`config.mk`:
```
export PLATFORM = sky130hd
export DESIGN_NAME = medida_uart_tx
export DESIGN_NICKNAME = d
export VERILOG_FILES = /design/src/rtl/medida_uart_tx.sv
export SDC_FILE = /design/constraint.sdc
export NUM_CORES = 1
export LEC_CHECK = 0
export ABC_CLOCK_PERIOD_IN_PS = 10200
export BUFFER_PORTS_ARGS = -buffer_cell sky130_fd_sc_hd__buf_2
export CORE_UTILIZATION = 60
export DETAILED_ROUTE_END_ITERATION = 7
export PLACE_DENSITY = 0.81
export SYNTH_ARGS = -nofsm -noshare
export SYNTH_HDL_FRONTEND = slang
export SYNTH_SLANG_ARGS = --single-unit
export TNS_END_PERCENT = 10
```
`constraint.sdc`:
```
create_clock -name clock -period 10.2 [get_ports clock]
set_input_delay 2.04 -clock clock [delete_from_list [all_inputs] [get_ports clock]]
set_output_delay 2.04 -clock clock [all_outputs]
set_load 0.02 [all_outputs]
```
`src/rtl/medida_uart_tx.sv`:
```
// medida_uart_tx: sends one DHT11 measurement as a 13-byte ASCII frame
// "T<tt>.<t> U<uu>.<u>\r\n" over a UART 8N1 line, LSB first.
// Digits come from copies of the inputs taken in CARREGA.
// Changes on the live inputs after that point cannot disturb a frame
// that is already being sent.

module medida_uart_tx #(
  parameter int BAUD_DIV = 434
) (
  input  logic        clock,
  input  logic        reset,
  input  logic        transmite,
  input  logic [15:0] temperatura,
  input  logic [15:0] umidade,
  output logic        tx_serial,
  output logic        ocupado,
  output logic        pronto,
  output logic [2:0]  db_estado
);

  localparam int            CW        = (BAUD_DIV > 1) ? $clog2(BAUD_DIV) : 1;
  localparam logic [CW-1:0] BAUD_LAST = CW'(BAUD_DIV - 1);

  typedef enum logic [2:0] {
    OCIOSO  = 3'd0,
    CARREGA = 3'd1,
    ENVIA   = 3'd2,
    ESPERA  = 3'd3,
    PROXIMO = 3'd4,
    FIM     = 3'd5
  } estado_t;

  estado_t       estado_q, estado_d;
  logic [3:0]    idx_q, idx_d;
  logic [15:0]   temp_q, temp_d;
  logic [15:0]   umid_q, umid_d;
  logic          ser_start;

  // serializer state
  logic          ativo_q, ativo_d;
  logic [CW-1:0] baud_q, baud_d;
  logic [3:0]    bit_q, bit_d;
  logic [7:0]    sh_q, sh_d;
  logic          tx_q, tx_d;
  logic          ser_fim;
  logic [7:0]    byte_atual;
  logic [15:0]   temp_int_asc, umid_int_asc;
  logic [7:0]    temp_dec_asc, umid_dec_asc;

  // Integer part -> two ASCII digits (tens, units), saturated at 99
  function automatic logic [15:0] int_ascii(input logic [7:0] v);
    logic [6:0] s, t, u;
    s = (v > 8'd99) ? 7'd99 : v[6:0];
    t = s / 7'd10;
    u = s % 7'd10;
    return {8'h30 | {1'b0, t}, 8'h30 | {1'b0, u}};
  endfunction

  // Tenths -> one ASCII digit, saturated at 9
  function automatic logic [7:0] dec_ascii(input logic [7:0] v);
    return (v > 8'd9) ? 8'h39 : (8'h30 | v);
  endfunction

  assign temp_int_asc = int_ascii(temp_q[15:8]);
  assign umid_int_asc = int_ascii(umid_q[15:8]);
  assign temp_dec_asc = dec_ascii(temp_q[7:0]);
  assign umid_dec_asc = dec_ascii(umid_q[7:0]);

  // Frame byte selected by the current index
  always_comb begin
    byte_atual = 8'h0A;
    case (idx_q)
      4'd0:    byte_atual = 8'h54;
      4'd1:    byte_atual = temp_int_asc[15:8];
      4'd2:    byte_atual = temp_int_asc[7:0];
      4'd3:    byte_atual = 8'h2E;
      4'd4:    byte_atual = temp_dec_asc;
      4'd5:    byte_atual = 8'h20;
      4'd6:    byte_atual = 8'h55;
      4'd7:    byte_atual = umid_int_asc[15:8];
      4'd8:    byte_atual = umid_int_asc[7:0];
      4'd9:    byte_atual = 8'h2E;
      4'd10:   byte_atual = umid_dec_asc;
      4'd11:   byte_atual = 8'h0D;
      default: byte_atual = 8'h0A;
    endcase
  end

  // Last cycle of the stop bit; lets the FSM leave ESPERA on the same edge
  assign ser_fim = ativo_q && (bit_q == 4'd9) && (baud_q == BAUD_LAST);

  // Main FSM next-state and datapath control
  always_comb begin
    estado_d  = estado_q;
    idx_d     = idx_q;
    temp_d    = temp_q;
    umid_d    = umid_q;
    ser_start = 1'b0;
    case (estado_q)
      OCIOSO:  if (transmite) estado_d = CARREGA;
      CARREGA: begin
        temp_d   = temperatura;
        umid_d   = umidade;
        idx_d    = 4'd0;
        estado_d = ENVIA;
      end
      ENVIA: begin
        ser_start = 1'b1;
        estado_d  = ESPERA;
      end
      ESPERA:  if (ser_fim) estado_d = (idx_q == 4'd12) ? FIM : PROXIMO;
      PROXIMO: begin
        idx_d    = idx_q + 4'd1;
        estado_d = ENVIA;
      end
      FIM:     estado_d = OCIOSO;
      default: estado_d = OCIOSO;
    endcase
  end

  // Serializer: start bit, 8 data bits LSB first, stop bit, each BAUD_DIV cycles
  always_comb begin
    ativo_d = ativo_q;
    baud_d  = baud_q;
    bit_d   = bit_q;
    sh_d    = sh_q;
    tx_d    = tx_q;
    if (ser_start) begin
      ativo_d = 1'b1;
      baud_d  = '0;
      bit_d   = 4'd0;
      sh_d    = byte_atual;
      tx_d    = 1'b0;
    end else if (ativo_q) begin
      if (baud_q == BAUD_LAST) begin
        baud_d = '0;
        if (bit_q == 4'd9) begin
          ativo_d = 1'b0;
          bit_d   = 4'd0;
          tx_d    = 1'b1;
        end else begin
          bit_d = bit_q + 4'd1;
          if (bit_q == 4'd8) begin
            tx_d = 1'b1;
          end else begin
            tx_d = sh_q[0];
            sh_d = {1'b0, sh_q[7:1]};
          end
        end
      end else begin
        baud_d = baud_q + 1'b1;
      end
    end
  end

  // State registers; reset drops the frame and returns the line high at once
  always_ff @(posedge clock or negedge reset) begin
    if (!reset) begin
      estado_q <= OCIOSO;
      idx_q    <= 4'd0;
      temp_q   <= 16'h0;
      umid_q   <= 16'h0;
      ativo_q  <= 1'b0;
      baud_q   <= '0;
      bit_q    <= 4'd0;
      sh_q     <= 8'h0;
      tx_q     <= 1'b1;
    end else begin
      estado_q <= estado_d;
      idx_q    <= idx_d;
      temp_q   <= temp_d;
      umid_q   <= umid_d;
      ativo_q  <= ativo_d;
      baud_q   <= baud_d;
      bit_q    <= bit_d;
      sh_q     <= sh_d;
      tx_q     <= tx_d;
    end
  end

  assign tx_serial = tx_q;
  assign ocupado   = (estado_q != OCIOSO);
  assign pronto    = (estado_q == FIM);
  assign db_estado = estado_q;

endmodule
```
==> results.tsv, run 1 <==
stage	metric	value	unit
final_layout	antennaDiodeCount	0	
drt	wire_per_inst	15.02	µm
global_routing	grt_max_degree	63	
critical_path	rr_worst_depth	19	
global_routing	antenna_found_initial	0	
worst_hold_path	hold_end	umid_q[4]$_DFFE_PN0N_	
synthesis	yosys_warnings	0	
synthesis	syn_nets	541	
critical_path	cp_max_fo	13	
floorplanning	core-area	0.006832	mm²
place	dpl.cell_count	608	
critical_path	crit_required	10.45	ns
clocking	worstSkewPairLatency	0.34	ns
power_and_ir_drop	power	0.0007757	W
floorplanning	die_area	0.007439	mm²
floorplanning	start_util	0.6234	
global_routing	grt_pass1_vias	3475	
drt	vias_per_cell	6.135	
worst_hold_path	worstHoldStart	umid_q[4]$_DFFE_PN0N_	
place	dpl.hpwl	6.801	mm
sta	hold_viol_final	0	
drt	vias	3828	
sta	whs	0.5078	ns
clocking	clkSinkCount	62	
sta	rsz0062_at_grt	false	
critical_path	r2r_slack	5.02	ns
sta	setup_tns	0	ns
synthesis	ys_seq_elements	62	
sta	max_freq	192.9	MHz
sta	relSlewSlack	0.4697	
final_layout	fin_nets	572	
place	place_congestion	0.9410	
drt	drtPass1Iterations	5	
sta	setup_ws	5.017	ns
drt	routed_wl	9.370	mm
final_layout	area_delta_synth_final	10.31	%
synthesis	synth_top_cell_by_area	dfrtp_1	
place	portBuffers	40	
synthesis	synth_cell_type_count	69	
critical_path	cp.arrival	5.43	ns
sta	skew	0.007029	ns
floorplanning	ios	41	
synthesis	synth_edf_count	0	
sta	worstMarginPinSlew	0.7844	ns
drt	drc	0	
clocking	numCtsBuffers	9	
run_status	outcome	complete, no violations	
synthesis	ys_seq_area_frac	0.3646	
power_and_ir_drop	leakage	2.002	nW
clocking	cts_buffer_depth	2	
floorplanning	fp-row-count	30	
floorplanning	fp.dieH	86.25	µm
synthesis	syn_avg_cell_area	8.657	µm²
critical_path	start_kind	register	
critical_path	timing.rr.start	temp_q[15]$_DFFE_PN0N_	
synthesis	synth_top_area_share	0.3584	
global_routing	grt-ovfl-total	0	
clocking	path_clk_slew	0.07	ns
drt	first_iter_violations	288	
final_layout	stdcell_count	624	
synthesis	synthFlopType	dfrtp_1	
power_and_ir_drop	powerDensity	165.1	mW/mm²
clocking	cts_tree	yes	
critical_path	path_class	register to register	
global_routing	grt_pass1_wl	15.86	mm
worst_hold_path	hold_class	register to register	
clocking	cts_hold_buffers	0	
power_and_ir_drop	peakVddDrop	0.00009289	V
place	place_ws	5.177	ns
synthesis	synth_area_leaders	dfrtp_1, mux2_2, nor2_1	
final_layout	drive_gt1_frac	0.1989	
synthesis	synthArstFlopShare	1.000	
synthesis	synth_area	0.004259	mm²
sta	post-route-period-util	0.5081	
synthesis	syn_inst	492	
sta	drv_slew	0	
clocking	htree_levels	3	
job	max_cap_viol_count	0	
clocking	postCtsSetupRepairBufs	0	
drt	antenna_left	0	
worst_hold_path	holdPathStages	1	
clocking	clockRootBuffer	clkbuf_8	
sta	setup_viol	0	
sta	layout_min_cycle_time	5.183	ns
global_routing	grtUsageTotal	0.2698	
floorplanning	floorplan.die.width	86.25	µm
critical_path	r2r-end	sh_q[1]$_DFFE_PN0P_	
critical_path	critPathCaptureType	register	
clocking	cts_resized	0	
[synth_stat cells, drive strengths merged (7+ instances only)]
cell    count
dfrtp      61
nor2       51
nand2      47
o21ai      39
a21oi      35
mux2       29
nand3      23
clkbuf     19
nor3       19
inv        15
ha         14
and3        9
xor2        7
[layout make-up]
type                    instances  area, µm²
multi-input cells             389       2541
fillers                       562       2133
flip-flops and latches         62       1553
repair buffers                 44      230.2
clock buffers                  10      127.6
well taps                      96      120.1
inverters                      17      63.81
clock inverters                 6      62.56
[logic make-up (layout without fill, tap and decap cells)]
logic type | after synthesis | in the layout | share of synthesized area
simple gates | 192 | 192 | 0.2274
compound gates | 136 | 136 | 0.2112
flops | 62 | 62 | 0.3646
buf+inv | 41 | 77 | 0.03995
mux | 34 | 34 | 0.08843
fa+ha+maj | 16 | 16 | 0.04583
xor+xnor | 11 | 11 | 0.02262
[state kept, by name, indices dropped and copies added (netlist names), 3 cells and up]
name and cells:
bit_q 4, sh_q 8, db_estado 3, idx_q 4, temp_q 16, baud_q 9, umid_q 16
[how the worst max path moves through the flow]
stage	start	to	cells past startpoint	slack (ns)
floorplan	temp_q[15]$_DFFE_PN0N_	sh_q[1]$_DFFE_PN0P_	22	5.67
global placement	temp_q[15]$_DFFE_PN0N_	sh_q[1]$_DFFE_PN0P_	19	5.36
detailed placement	temp_q[15]$_DFFE_PN0N_	sh_q[1]$_DFFE_PN0P_	19	5.18
CTS	temp_q[15]$_DFFE_PN0N_	sh_q[1]$_DFFE_PN0P_	19	5.10
global route	temp_q[15]$_DFFE_PN0N_	sh_q[1]$_DFFE_PN0P_	19	4.70
finish	temp_q[15]$_DFFE_PN0N_	sh_q[1]$_DFFE_PN0P_	19	5.02
[metrics by stage]
step	util	cell area, µm²
after global placement	0.6599	4508
after floorplan	-	4259
after global routing	0.6877	4698
after CTS	0.6877	4698
after detailed placement	0.6599	4508
final	0.6877	4698
[report_power, final]
group          switching (W)  internal (W)  total (W)
Combinational       0.000138      0.000107   0.000245
Clock              0.0000993      0.000112   0.000211
Sequential         0.0000399      0.000280   0.000320
[worst max-delay path: stages, from the launching register on]
cell      delay, ns
dfrtp_1        0.53
a21oi_2        0.48
and2_1         0.20
ha_1           0.25
or3_4          0.18
a31o_2         0.20
inv_1          0.06
ha_1           0.25
a311oi_4       0.33
a211oi_1       0.10
or3_1          0.52
and3_1         0.26
o31ai_1        0.29
ha_1           0.32
or2_2          0.14
mux2i_1        0.05
a311o_2        0.37
xnor2_1        0.17
nand3_1        0.11
a221oi_2       0.27
[cells in the final DEF (no fill, tap or decap), types with 4 or more instances in the layout]
cell type,instances
a211o_1,6
a21oi_1,34
a31oi_1,6
and2_1,5
and3_1,8
buf_2,40
buf_4,4
clkbuf_8,9
dfrtp_1,61
ha_1,14
inv_1,15
mux2_2,29
mux2i_1,5
nand2_1,47
nand3_1,23
nand4_1,6
nor2_1,51
nor2b_1,4
nor3_1,18
nor4_1,5
nor4b_1,4
o2111ai_1,4
o211ai_1,5
o21a_1,5
o21ai_0,37
or2_2,5
xnor2_1,4
xor2_1,7
[layer usage]
metal | up-vias | part of all wire | GRT usage
met4 | 0 | 0.015 | 0.1015
met3 | 22 | 0.057 | 0.04667
met5 | - | 0 | 0
met1 | 1798 | 0.44 | 0.3680
met2 | 133 | 0.49 | 0.4322
li1 | 1875 | - | -
(Power assumes the default switching activity.)
==> run 2: changes to the inputs <==
- ABC_AREA: default -> 1
- ABC_CLOCK_PERIOD_IN_PS: 10200 -> 4500
- CORE_UTILIZATION: 60 -> 54
- PLACE_DENSITY: 0.81 -> 0.77
- clock period: 10.2 -> 4.5 ns (I/O delays scaled with it)
==> run 2 against run 1 <==
Compared with the run above: routed wire length down 8.0%; first-iteration DRC count down 33%; maximum frequency up 43%; core utilization down 5.3 points; global-route usage down 4.0 points; clock skew up 0.0049 ns; cell count up 9.1%; clock-buffer cell count up 1; setup slack worse by 4.1 ns; highest routed layer unchanged.
==> results.tsv, run 2 <==
stage	metric	value	unit
sta	max_freq	276.5	MHz
clocking	cts_resized	0	
floorplanning	start_util	0.5669	
place	dpl.hpwl	6.554	mm
floorplanning	core-area	0.007370	mm²
global_routing	grt_pass1_vias	3574	
drt	antenna_left	0	
drt	routed_wl	8.621	mm
place	dpl.cell_count	665	
global_routing	grt_pass1_wl	15.26	mm
synthesis	synth_area	0.004178	mm²
final_layout	final_cell_mix	nand2_1, inv_1, dfrtp_1	
sta	worstMarginPinSlew	0.9159	ns
drt	wire_per_inst	12.66	µm
critical_path	cpPeakStageDelay	0.39	ns
clocking	clkSinkCount	62	
job	max_cap_viol_count	0	
synthesis	syn_inst	532	
synthesis	synth_top_area_share	0.3654	
clocking	cts_hold_buffers	0	
sta	layout_min_cycle_time	3.616	ns
sta	rsz0062_at_grt	false	
floorplanning	fp-row-count	31	
synthesis	synth_top_cell_by_area	dfrtp_1	
worst_hold_path	worstHoldStart	sh_q[7]$_DFFE_PN0P_	
synthesis	ys_seq_area_frac	0.3717	
synthesis	syn_avg_cell_area	7.853	µm²
critical_path	critPathCaptureType	register	
synthesis	syn_nets	581	
floorplanning	fp.dieH	89.96	µm
critical_path	cp.arrival	3.89	ns
sta	drv_slew	0	
clocking	path_clk_slew	0.07	ns
critical_path	crit_top_cell	nand2_1	
worst_hold_path	hold_class	register to register	
sta	hold_viol_final	0	
drt	drc	0	
global_routing	grt-ovfl-total	0	
synthesis	synth_cell_type_count	50	
clocking	htree_levels	3	
sta	setup_viol	0	
synthesis	synthFlopType	dfrtp_1	
run_status	outcome	complete, no violations	
clocking	cts_buffer_depth	2	
floorplanning	floorplan.die.width	89.96	µm
final_layout	area_delta_synth_final	12.01	%
critical_path	start_kind	register	
synthesis	synth_edf_count	0	
final_layout	drive_gt1_frac	0.2251	
clocking	worstSkewPairLatency	0.35	ns
critical_path	path_class	register to register	
drt	first_iter_violations	193	
critical_path	cp_slowest_cell	dfrtp_1	
drt	vias_per_cell	5.360	
clocking	cts_tree	yes	
final_layout	stdcell_count	681	
final_layout	reg_top3	temp_q: 16 flops, umid_q: 16 flops, baud_q: 9 flops	
drt	drtPass1Iterations	5	
critical_path	cp_max_fo	5	
critical_path	crit_required	4.77	ns
floorplanning	ios	41	
global_routing	antenna_found_initial	0	
clocking	postCtsSetupRepairBufs	0	
synthesis	yosys_warnings	0	
synthesis	synthArstFlopShare	1.000	
clocking	numCtsBuffers	9	
global_routing	grt_max_degree	49	
final_layout	fin_nets	626	
floorplanning	die_area	0.008092	mm²
place	portBuffers	40	
clocking	clockRootBuffer	clkbuf_8	
critical_path	timing.rr.start	temp_q[11]$_DFFE_PN0N_	
sta	skew	0.01190	ns
critical_path	r2r_slack	0.88	ns
place	place_congestion	0.8545	
final_layout	antennaDiodeCount	0	
drt	vias	3650	
sta	post-route-period-util	0.8036	
sta	relSlewSlack	0.3887	
critical_path	startpoint	temp_q[11]$_DFFE_PN0N_	
sta	setup_tns	0	ns
synthesis	synth_area_leaders	dfrtp_1, inv_1, nand2_1	
global_routing	grtUsageTotal	0.2299	
synthesis	netlist_top_cells_count	inv_1, nand2_1, dfrtp_1	
synthesis	ys_seq_elements	62	
run 2: changes by cell type after synthesis, moves of 10 or more:
| cell | change |
|---|---|
| nand2_1 | +36 |
| nand3_1 | +11 |
| inv_1 | +68 |
| nand2_2 | +10 |
| nand2_4 | +10 |
| o21ai_0 | -22 |
| mux2_2 | -11 |
| clkbuf_1 | -12 |
run 2: area by class of cell:
cell class	instances	area, µm²
multi-input cells	371	2255
fillers	648	2690
flip-flops and latches	62	1553
clock inverters	5	60.06
clock buffers	11	131.4
inverters	91	341.6
well taps	99	123.9
repair buffers	42	215.2
run 2: logic make-up (layout without fill, tap and decap cells):
kind of cell / Yosys count / in the layout / synth area share
AO/OA/AOI/OAI: 89 / 89 / 0.1300
XOR/XNOR: 7 / 7 / 0.01468
adder cells (fa/ha/maj): 14 / 14 / 0.04193
buffers and inverters: 99 / 149 / 0.08985
flip-flops: 62 / 62 / 0.3717
multiplexers: 18 / 18 / 0.04852
AND/OR/NAND/NOR: 243 / 243 / 0.3034
run 2: stage by stage:
step / hold WS, ns / area (µm²) / util / worst slack, ns
after floorplan: 0.4492 / 4178 / - / 1.384
after global placement: 0.4671 / 4488 / 0.6090 / 1.044
after detailed placement: 0.4787 / 4488 / 0.6090 / 0.8837
after global routing: 0.5247 / 4679 / 0.6350 / 0.4720
final: 0.4990 / 4679 / 0.6350 / 0.8837
after CTS: 0.4954 / 4679 / 0.6350 / 0.8689
run 2: final timing paths:
path                       cells after the start               endpoint
min in group asynchronous                      1  baud_q[7]$_DFFE_PN0P_
hold / removal                                 2    sh_q[7]$_DFFE_PN0P_
setup / recovery                              32    sh_q[2]$_DFFE_PN0P_
setup reg to reg                              32    sh_q[2]$_DFFE_PN0P_
hold reg to reg                                2    sh_q[7]$_DFFE_PN0P_
max in group asynchronous                      2  tx_serial$_DFFE_PN1P_
run 2: routing by layer:
metal  vias to the layer above  GRT usage  share of wire
met5                         -          0              0
met4                         0    0.07124         0.0079
met3                         9    0.04738          0.041
met2                        72     0.4026           0.49
met1                      1726     0.2849           0.46
li1                       1843          -              -
run 2: critical path, delay by kind of cell, from the launching register on:
kind | cells | cell delay (ns)
AO/OA/AOI/OAI | 1 | 0.15
adder cells (fa/ha/maj) | 3 | 0.57
buffers and inverters | 3 | 0.18
flip-flops | 1 | 0.39
AND/OR/NAND/NOR | 25 | 2.25
Power of run 2 is not shown: default switching activity piles up to over one toggle a cycle in this logic, so the estimate is an artifact.
==> run 3: changes to the inputs <==
- ABC_AREA: 1 -> 0
- ABC_CLOCK_PERIOD_IN_PS: 4500 -> 3600
- CORE_UTILIZATION: 54 -> 60
- PLACE_DENSITY: 0.77 -> 0.81
- clock period: 4.5 -> 3.6 ns (I/O delays scaled with it)
==> run 3 against run 2 <==
Compared with the run above: the run now ends with setup timing left; routed wire length up 28%; critical path depth down 12; register-to-register slack worse by 1.2 ns; setup slack worse by 1.2 ns; non-clock buffer count up 45; sequential share of layout area down 3.1 points; maximum frequency down 8.2%; first-iteration DRC count up 69%; sequential cell count unchanged; die area down 8.1%; global-route usage up 8.4 points; clock-buffer cell count unchanged.
==> results.tsv, run 3 (same netlist as run 1, synthesis figures left out) <==
stage	metric	value	unit
drt	vias	4181	
clocking	htree_levels	3	
global_routing	grt_max_degree	36	
drt	drc	0	
power_and_ir_drop	power_frac_seq	0.350	
critical_path	crit_top_cell	ha_4	
global_routing	grt_pass1_wl	18.34	mm
critical_path	critPathCaptureType	register	
sta	layout_min_cycle_time	3.939	ns
final_layout	area_delta_synth_final	21.50	%
sta	setup_ws	-0.3395	ns
place	place_congestion	0.9120	
sta	post-route-period-util	1.094	
clocking	worstSkewPairLatency	0.35	ns
global_routing	grtUsageTotal	0.3136	
clocking	cts_tree	yes	
sta	drv_slew	0	
floorplanning	floorplan.die.width	86.25	µm
power_and_ir_drop	pwr-share-clk	0.276	
sta	max_freq	253.8	MHz
sta	whs	0.4018	ns
power_and_ir_drop	peakVddDrop	0.0003257	V
place	portBuffers	40	
clocking	path_clk_slew	0.08	ns
clocking	numCtsBuffers	9	
sta	rsz0062_at_grt	true	
critical_path	cp.arrival	4.20	ns
global_routing	use_met2	0.5238	
global_routing	grtUsageMet1	0.4204	
sta	setup_viol	5	
critical_path	path_class	register to register	
global_routing	grt-ovfl-total	0	
clocking	cts_buffer_depth	2	
power_and_ir_drop	leakage	2.242	nW
final_layout	reg_top3	temp_q: 16 flops, umid_q: 16 flops, baud_q: 9 flops	
final_layout	nFillCells	510	
global_routing	antenna_found_initial	0	
floorplanning	die_area	0.007439	mm²
final_layout	fin_nets	615	
clocking	clockRootBuffer	clkbuf_8	
power_and_ir_drop	p_int	0.001656	W
critical_path	crit_required	3.86	ns
drt	first_iter_violations	327	
drt	vias_per_cell	6.268	
job	max_cap_viol_count	0	
place	place_ws	-0.4904	ns
critical_path	critPathTopFamily	compound AO/OA/AOI/OAI gates	
floorplanning	fp.dieH	86.25	µm
critical_path	cp_cell_sequence	a21oi_4 > and2_4 > ha_4 > buf_4 > nand4b_1 > a31o_4 > inv_2 > ha_4 > a311oi_4 > a211oi_1 > or3_4 > and3_4 > o31ai_4 > ha_2 > a211o_1 > mux2i_1 > a311o_2 > xnor2_2 > nand3_1 > a221oi_2	
sta	skew	0.01315	ns
power_and_ir_drop	swShare	0.3483	
floorplanning	core-area	0.006832	mm²
drt	antenna_left	0	
floorplanning	fp-row-count	30	
floorplanning	ios	41	
sta	hold_viol_final	0	
power_and_ir_drop	power.share.combinational	0.374	
critical_path	crit_buf_inv	2	
final_layout	final_cell_mix	dfrtp_1, nor2_1, buf_4	
run_status	outcome	finished with violations	
drt	wire_per_inst	16.56	µm
final_layout	final_common_cell	dfrtp_1	
sta	worstMarginPinSlew	0.6908	ns
worst_hold_path	hold_class	primary input to asynchronous set/reset pin	
place	dpl.hpwl	7.676	mm
critical_path	cp_slowest_cell	dfrtp_2	
global_routing	use_met3	0.04952	
final_layout	multiInputGateArea	0.002659	mm²
run_status	violations	setup timing	
sta	relSlewSlack	0.5395	
final_layout	final_core_util	0.7575	
global_routing	grt_pass1_vias	3897	
power_and_ir_drop	powerDensity	491.0	mW/mm²
final_layout	drive_gt1_frac	0.2907	
clocking	clkSinkCount	62	
power_and_ir_drop	p_switching	0.0008849	W
clocking	cts_hold_buffers	0	
global_routing	top_usage_layer	met2	
drt	routed_wl	11.05	mm
critical_path	cpPeakStageDelay	0.41	ns
final_layout	register_area	0.001556	mm²
floorplanning	start_util	0.6234	
drt	drtPass1Iterations	5	
final_layout	antennaDiodeCount	0	
critical_path	start_kind	register	
sta	setup_tns	-0.9166	ns
critical_path	cp_max_fo	4	
run 3: cell types whose count changed in the layout (fill, tap and decap cells not counted), sizes merged, moves of 9 or more:
| cell | previous run | this run |
|---|---|---|
| nand3 | 42 | 23 |
| inv | 90 | 16 |
| buf | 42 | 87 |
| o21ai | 21 | 39 |
| nand2 | 103 | 47 |
| mux2 | 18 | 29 |
| nor2 | 61 | 51 |
| and3 | 0 | 9 |
run 3: worst paths after layout:
kind	from	cells after the start	endpoint	slack, ns
min	reset	1	baud_q[0]$_DFFE_PN0P_	0.40
max	temp_q[13]$_DFFE_PN0N_	20	sh_q[1]$_DFFE_PN0P_	-0.34
max in group asynchronous	reset	2	temp_q[14]$_DFFE_PN0N_	2.27
min in group clock	umid_q[6]$_DFFE_PN0N_	1	umid_q[6]$_DFFE_PN0N_	0.50
max reg2reg	temp_q[13]$_DFFE_PN0N_	20	sh_q[1]$_DFFE_PN0P_	-0.34
min reg2reg	umid_q[6]$_DFFE_PN0N_	1	umid_q[6]$_DFFE_PN0N_	0.50
run 3: worst register-to-register path: stages (launching register included):
cell and delay, ns:
dfrtp_2 0.41, a21oi_4 0.07, and2_4 0.14, ha_4 0.15
buf_4 0.13, nand4b_1 0.11, a31o_4 0.16, inv_2 0.04
ha_4 0.15, a311oi_4 0.27, a211oi_1 0.12, or3_4 0.41
and3_4 0.20, o31ai_4 0.19, ha_2 0.25, a211o_1 0.11
mux2i_1 0.07, a311o_2 0.37, xnor2_2 0.15, nand3_1 0.11
a221oi_2 0.26
run 3: metal layers:
| layer | wire (µm) | vias up |
|---|---|---|
| met3 | 751 | 31 |
| li1 | - | 1970 |
| met1 | 4612 | 1986 |
| met2 | 5429 | 194 |
| met4 | 252 | 0 |
| met5 | 0 | - |
run 3: timing repair:
action                                  in CTS  in global routing
gates resized for setup                      7                  5
endpoints found under the setup margin       5                  5
pin swaps                                   13                  1
setup buffers                                1                  0
hold endpoints to repair                     0                  0
run 3: layout make-up:
type	instances	share of cell area
well taps	96	0.02321
repair buffers	87	0.1069
inverters	17	0.01233
multi-input cells	389	0.5138
flip-flops and latches	62	0.3008
clock buffers	11	0.02732
clock inverters	5	0.01572
run 3: power by group through the flow:
stage	Sequential, W	Combinational (W)	Clock (W)
after CTS	0.000886	0.000920	0.000702
after global placement	0.000888	0.000850	0
after global routing	0.000903	0.00104	0.000733
after floorplan	0.000873	0.000617	0
final	0.000889	0.000950	0.000702
after detailed placement	0.000898	0.000886	0
run 3: stage by stage:
stage | total power [W] | area (µm²) | cells
floorplan | 0.001490 | 4347 | 492
global placement | 0.001738 | 4892 | 650
detailed placement | 0.001784 | 4892 | 650
CTS | 0.002509 | 5152 | 667
global route | 0.002672 | 5175 | 667
finish | 0.002541 | 5175 | 667
